$ cat src/rtl/uart_tx_sequencer.sv
// Message source for a UART transmitter: latches up to NUM_BYTES bytes on start and
// writes them LSB-byte first over the Tx_WR/Tx_BUSY handshake, with gap, repeat and abort.
module uart_tx_sequencer #(
   parameter int NUM_BYTES   = 4,
   parameter int GAP_CYCLES  = 16,
   parameter int ACK_TIMEOUT = 64,
   localparam int LEN_W = $clog2(NUM_BYTES + 1),
   localparam int IDX_W = (NUM_BYTES > 1) ? $clog2(NUM_BYTES) : 1
) (
   input  logic                   clk,
   input  logic                   reset,
   input  logic                   start,
   input  logic                   abort,
   input  logic                   repeat_en,
   input  logic [8*NUM_BYTES-1:0] msg_data,
   input  logic [LEN_W-1:0]       msg_len,
   input  logic                   Tx_BUSY,
   output logic                   Tx_EN,
   output logic                   Tx_WR,
   output logic [7:0]             Tx_DATA,
   output logic [IDX_W-1:0]       byte_idx,
   output logic                   seq_busy,
   output logic                   seq_done,
   output logic                   seq_err
);

   localparam int CNT_MAX = (GAP_CYCLES > ACK_TIMEOUT) ? GAP_CYCLES : ACK_TIMEOUT;
   localparam int CNT_W   = (CNT_MAX > 0) ? $clog2(CNT_MAX + 1) : 1;
   localparam logic [CNT_W-1:0] ACK_LIM  = CNT_W'(ACK_TIMEOUT);
   localparam logic [CNT_W-1:0] GAP_LOAD = (GAP_CYCLES > 0) ? CNT_W'(GAP_CYCLES - 1) : '0;
   localparam logic [LEN_W-1:0] MAX_LEN  = LEN_W'(NUM_BYTES);

   localparam logic [2:0] S_IDLE      = 3'd0;
   localparam logic [2:0] S_WRITE     = 3'd1;
   localparam logic [2:0] S_WAIT_ACK  = 3'd2;
   localparam logic [2:0] S_WAIT_DONE = 3'd3;
   localparam logic [2:0] S_GAP       = 3'd4;

   logic [2:0]       state_q, state_d;
   logic [CNT_W-1:0] cnt_q, cnt_d;
   logic [IDX_W-1:0] idx_q, idx_d;
   logic [LEN_W-1:0] len_q, len_d, start_len;
   logic [7:0]       msg_q [NUM_BYTES];
   logic [7:0]       msg_d [NUM_BYTES];
   logic             tx_en_q, tx_en_d;
   logic             tx_wr_q, tx_wr_d;
   logic [7:0]       tx_data_q, tx_data_d;
   logic             busy_q, busy_d;
   logic             done_q, done_d;
   logic             err_q, err_d;
   logic             more_bytes;

   always_comb begin
      state_d   = state_q;
      cnt_d     = cnt_q;
      idx_d     = idx_q;
      len_d     = len_q;
      msg_d     = msg_q;
      tx_en_d   = tx_en_q;
      tx_wr_d   = 1'b0;
      tx_data_d = tx_data_q;
      busy_d    = busy_q;
      done_d    = 1'b0;
      err_d     = err_q;
      start_len  = (msg_len > MAX_LEN) ? MAX_LEN : msg_len;
      more_bytes = (LEN_W'(idx_q) + LEN_W'(1)) < len_q;

      // abort wins over every other transition outside IDLE
      if (abort && (state_q != S_IDLE)) begin
         state_d = S_IDLE;
         tx_en_d = 1'b0;
         busy_d  = 1'b0;
      end else begin
         case (state_q)
            S_IDLE: begin
               if (start) begin
                  for (int i = 0; i < NUM_BYTES; i++) msg_d[i] = msg_data[8*i +: 8];
                  len_d = start_len;
                  err_d = 1'b0;
                  idx_d = '0;
                  if (start_len == '0) begin
                     done_d = 1'b1;
                  end else begin
                     state_d = S_WRITE;
                     tx_en_d = 1'b1;
                     busy_d  = 1'b1;
                  end
               end
            end
            S_WRITE: begin
               if (!Tx_BUSY) begin
                  tx_wr_d   = 1'b1;
                  tx_data_d = msg_q[idx_q];
                  cnt_d     = CNT_W'(1);
                  state_d   = S_WAIT_ACK;
               end
            end
            S_WAIT_ACK: begin
               if (Tx_BUSY) begin
                  state_d = S_WAIT_DONE;
               end else if (cnt_q >= ACK_LIM) begin
                  err_d   = 1'b1;
                  state_d = S_IDLE;
                  tx_en_d = 1'b0;
                  busy_d  = 1'b0;
               end else begin
                  cnt_d = cnt_q + CNT_W'(1);
               end
            end
            S_WAIT_DONE: begin
               if (!Tx_BUSY) begin
                  state_d = S_GAP;
                  cnt_d   = GAP_LOAD;
               end
            end
            S_GAP: begin
               if (cnt_q == '0) begin
                  if (more_bytes) begin
                     idx_d   = idx_q + IDX_W'(1);
                     state_d = S_WRITE;
                  end else if (repeat_en) begin
                     done_d  = 1'b1;
                     idx_d   = '0;
                     state_d = S_WRITE;
                  end else begin
                     done_d  = 1'b1;
                     state_d = S_IDLE;
                     tx_en_d = 1'b0;
                     busy_d  = 1'b0;
                  end
               end else begin
                  cnt_d = cnt_q - CNT_W'(1);
               end
            end
            default: state_d = S_IDLE;
         endcase
      end
   end

   always_ff @(posedge clk) begin
      if (!reset) begin
         state_q   <= S_IDLE;
         cnt_q     <= '0;
         idx_q     <= '0;
         len_q     <= '0;
         tx_en_q   <= 1'b0;
         tx_wr_q   <= 1'b0;
         tx_data_q <= 8'h00;
         busy_q    <= 1'b0;
         done_q    <= 1'b0;
         err_q     <= 1'b0;
      end else begin
         state_q   <= state_d;
         cnt_q     <= cnt_d;
         idx_q     <= idx_d;
         len_q     <= len_d;
         tx_en_q   <= tx_en_d;
         tx_wr_q   <= tx_wr_d;
         tx_data_q <= tx_data_d;
         busy_q    <= busy_d;
         done_q    <= done_d;
         err_q     <= err_d;
      end
   end

   // message storage needs no reset: it is only read after a start has loaded it
   always_ff @(posedge clk) begin
      msg_q <= msg_d;
   end

   assign Tx_EN    = tx_en_q;
   assign Tx_WR    = tx_wr_q;
   assign Tx_DATA  = tx_data_q;
   assign byte_idx = idx_q;
   assign seq_busy = busy_q;
   assign seq_done = done_q;
   assign seq_err  = err_q;

endmodule

$ cat config.mk
export PLATFORM = sky130hd
export DESIGN_NAME = uart_tx_sequencer
export DESIGN_NICKNAME = d
export VERILOG_FILES = /design/src/rtl/uart_tx_sequencer.sv
export SDC_FILE = /design/constraint.sdc
export NUM_CORES = 1
export LEC_CHECK = 0
export CORE_ASPECT_RATIO = 0.8
export CORE_UTILIZATION = 30
export DETAILED_ROUTE_END_ITERATION = 10
export SYNTH_ARGS = -nofsm -noshare
export SYNTH_HDL_FRONTEND = slang
export SYNTH_SLANG_ARGS = --single-unit
$ cat constraint.sdc
create_clock -name clk -period 2.7 [get_ports clk]
set_input_delay 0.27 -clock clk [delete_from_list [all_inputs] [get_ports clk]]
set_output_delay 0.27 -clock clk [all_outputs]
set_load 0.005 [all_outputs]
==> parameters.txt <==
Parameter                              Value

Outcome
  Result of the run    finished clean

Floorplan
  Count of pins on the block boundary    56
  Area of the die    9560 µm²
  Chip Height    87.7 µm
  Floorplan Core Area    between 8000 and 9000 µm²
  Starting utilization of the core area    0.317
  Die Span X    roughly 110 µm
  Count of standard-cell rows    30

STA
  Slew margin rel.    0.622
  Unrepaired setup endpoints after global routing    no
  Final hold slack    approximately 0.45 ns
  Final setup violation count    0
  Final worst-path setup slack    around 0.22 ns
  Hold violation count in the final report    0
  Setup TNS    0 ns
  Max-slew violation count    0
  Crit path time final    between 2 and 2.5 ns
  Worst-margin pin slew    0.564 ns
  Part of the cycle the worst path needs    0.918
  Highest clock frequency the design can meet    0.403 GHz
  Worst Skew    slightly below 0.006 ns

GRT
  Total congestion overflow after global routing    0
  Pin count of the biggest net entering global routing    34
  GRT Total Usage    0.140
  Antenna violations before repair    0
  Vias in the first global route    around 2k
  First-pass GRT wire length    9750 µm

Route
  Routed wirelength normalized by instance count    roughly 14 µm
  DR vias    roughly 2.1k
  DRT Pass-1 Iters    4
  Number of routed nets with antenna violations    0
  Via-to-Cell Ratio    4.90
  Routed wire length    around 6000 µm
  DRC errors left    0
  Number of DRC violations after detailed-routing iteration 0    76

Yosys
  Area fraction in compound gates after synthesis    0.142
  Synth Area in Simple Gates    0.164
  Number of standard cells after synthesis    250
  Netlist Area Pre-Place    2750 µm²
  Post-Synthesis Net Count    roughly 300
  Most common flop cell mapped by yosys    sky130_fd_sc_hd__edfxtp_1
  Number of synthesis warnings    0
  Fraction of post-synthesis cell area in the top cell type by area    0.349
  Mean Syn Cell Area    between 10 and 15 µm²
  Leading cell types by total area after synthesis    sky130_fd_sc_hd__edfxtp_1, sky130_fd_sc_hd__dfxtp_1, sky130_fd_sc_hd__mux4_2
  Combinational family with the most area after synthesis    simple AND/OR/NAND/NOR gates
  Netlist cell types    55
  Post-synthesis share of cell area spent on full adders, half adders and majority gates    0.0273
  Proportion of synthesized flip-flops having asynchronous set or reset    0
  Number of enable flip-flop cells after synthesis    32
  Multiplexer share of the synthesized area    0.0695
  Area leader, netlist    sky130_fd_sc_hd__edfxtp_1
  Share of the synthesized netlist area taken by xor and xnor gates    0.00955
  Most repeated cell in the gate-level netlist after synthesis    sky130_fd_sc_hd__nand2_1
  Commonest cells in the netlist    sky130_fd_sc_hd__nand2_1, sky130_fd_sc_hd__edfxtp_1, sky130_fd_sc_hd__dfxtp_1, sky130_fd_sc_hd__a21oi_1, sky130_fd_sc_hd__nor2_1
  Register bit count reported by yosys    between 50 and 60
  Sequential cell area fraction in the yosys report    0.545

Pwr
  IR Drop Worst-Case VDD    ~0.00038 V
  Power density of the placed cells    718 nW/µm²
  Leakage power of the design    ~1.4 nW

Finish
  Layout cells sized above 1    0.129
  Area growth from synthesis to layout    38.0%
  Post-layout nets    359
  Antenna cells    0
  FILL cells    about 810

Clock tree
  Insertion delay to the later sink of the worst-skew pair    around 0.32 ns
  Buffer type at the clock tree root    sky130_fd_sc_hd__clkbuf_16
  # hold bufs at CTS    0
  Maximum count of clock buffers along a single path    2
  Number of levels in the clock H-tree    3
  Clock sink count    59
  Number of clock buffers inserted by TritonCTS    9
  Post-CTS setup buffer count    0
  Number of instances resized during post-cts repair    0
  TritonCTS clock tree    yes
  Clock transition at the register clock pins on the worst setup and hold paths after CTS    0.05 ns

Critical path
  Critical Path Fanout Max    5
  Cell type of the slowest stage on the worst timing path    sky130_fd_sc_hd__or4b_1
  CP startpoint kind    register
  CP delay by family, top    simple AND/OR/NAND/NOR gates
  Type of the worst setup path    register to register
  Required time at the worst-slack endpoint    2.93 ns
  Data arrival time of the critical path    2.71 ns
  Cells traversed along the worst timing path    or3b_1 > xnor2_1 > ha_1 > or3_1 > a21oi_1 > o21ai_1 > or4b_1 > a31oi_1
  Longest individual stage delay on the worst path    ~0.49 ns
  Worst path buffer plus inverter count    0
  Endpoint kind of the worst setup timing path    register

Flow run
  Reported max-cap violation count    0

Placed design
  IO Port Bufs    55
  Placer Congestion    0.817
  Worst slack, placed    between 0.2 and 0.25 ns
  Half-perimeter wire length after placement    ~4300 µm

Min path
  Class of the tightest hold or removal check    register to register
[worst min-delay path, cell delays in order (launching register included)]
cell	delay [ns]
sky130_fd_sc_hd__dfxtp_1	0.30
sky130_fd_sc_hd__nand2_1	0.05
sky130_fd_sc_hd__a21oi_1	0.05
[per-layer routing]
metal  up-vias  global-route usage  share of wire  wire, µm
met4         0              0.0749          0.020       119
li1       1062                   -              -         -
met5         -                   0              0         0
met3         7              0.0536          0.061       364
met1       976               0.174           0.47      2800
met2        59               0.209           0.45      2720
[per-stage QoR]
step	std cells	instance area, µm²	utilization	power, mW
finish	429	3800	0.438	2.73
global placement	413	3470	0.400	1.50
CTS	429	3800	0.438	2.77
floorplan	250	2750	-	1.34
detailed placement	413	3470	0.400	1.51
global route	429	3800	0.438	2.85
[cell type report]
type	instances	area, µm²	share of cell area
well taps	112	140	0.0369
flip-flops and latches	59	1500	0.395
clock buffers	12	256	0.0675
repair buffers	68	661	0.174
multi-input cells	168	1140	0.301
clock inverters	4	73.8	0.0194
inverters	6	22.5	0.00593
[registers in the layout, summed over array words and instances, names as in the netlist]
register and cells:
Tx_DATA 8, Tx_WR 1, byte_idx 2, cnt_q 7
len_q 3, msg_q 32, seq_busy 1, seq_done 1
seq_err 1, state_q 3
[cell usage in the layout (no fill, tap or decap), types with 2 or more instances in the layout]
master | Yosys | layout
sky130_fd_sc_hd__nor3_1 | 8 | 8
sky130_fd_sc_hd__nand3_1 | 4 | 4
sky130_fd_sc_hd__bufinv_16 | 0 | 2
sky130_fd_sc_hd__clkdlybuf4s50_1 | 0 | 55
sky130_fd_sc_hd__or3_1 | 3 | 3
sky130_fd_sc_hd__nand2_1 | 37 | 37
sky130_fd_sc_hd__nand3b_1 | 2 | 2
sky130_fd_sc_hd__nor4_1 | 4 | 3
sky130_fd_sc_hd__a21o_1 | 2 | 2
sky130_fd_sc_hd__edfxtp_1 | 32 | 32
sky130_fd_sc_hd__nor2b_1 | 4 | 4
sky130_fd_sc_hd__a31oi_1 | 5 | 5
sky130_fd_sc_hd__o21ai_0 | 9 | 9
sky130_fd_sc_hd__nor2_1 | 13 | 13
sky130_fd_sc_hd__nand2b_1 | 4 | 4
sky130_fd_sc_hd__a21oi_1 | 21 | 21
sky130_fd_sc_hd__xnor2_1 | 2 | 2
sky130_fd_sc_hd__ha_1 | 6 | 6
sky130_fd_sc_hd__o31ai_1 | 4 | 4
sky130_fd_sc_hd__a211oi_1 | 2 | 2
sky130_fd_sc_hd__buf_4 | 1 | 12
sky130_fd_sc_hd__dfxtp_1 | 27 | 27
sky130_fd_sc_hd__clkbuf_16 | 0 | 9
sky130_fd_sc_hd__mux4_2 | 8 | 8
sky130_fd_sc_hd__and3_1 | 3 | 3
sky130_fd_sc_hd__clkbuf_8 | 0 | 2
sky130_fd_sc_hd__inv_1 | 5 | 5
[final timing paths]
check,from,endpoint,slack (ns),depth (start not counted)
worst max-delay path,state_q[2],cnt_q[4],0.22,8
worst max register to register,state_q[2],cnt_q[4],0.22,8
worst min-delay path,Tx_DATA[0],Tx_DATA[0],0.45,2
worst min register to register,Tx_DATA[0],Tx_DATA[0],0.45,2
[cells by family (layout without fill, tap and decap cells)]
group,count (synthesis),after routing
DFF,59,59
buffers and inverters,23,90
xor gates and xnor gates,3,3
muxes,9,9
adders and majority gates,6,6
and+or+nand+nor,91,91
AOI/OAI and AO/OA,59,59
[where the power goes]
part	leakage [nW]	switching, mW	internal [mW]
Sequential	0.526	0.0324	1.06
Combinational	0.670	0.210	0.189
Clock	0.163	0.379	0.857
Power figures use the tool's default switching activity.
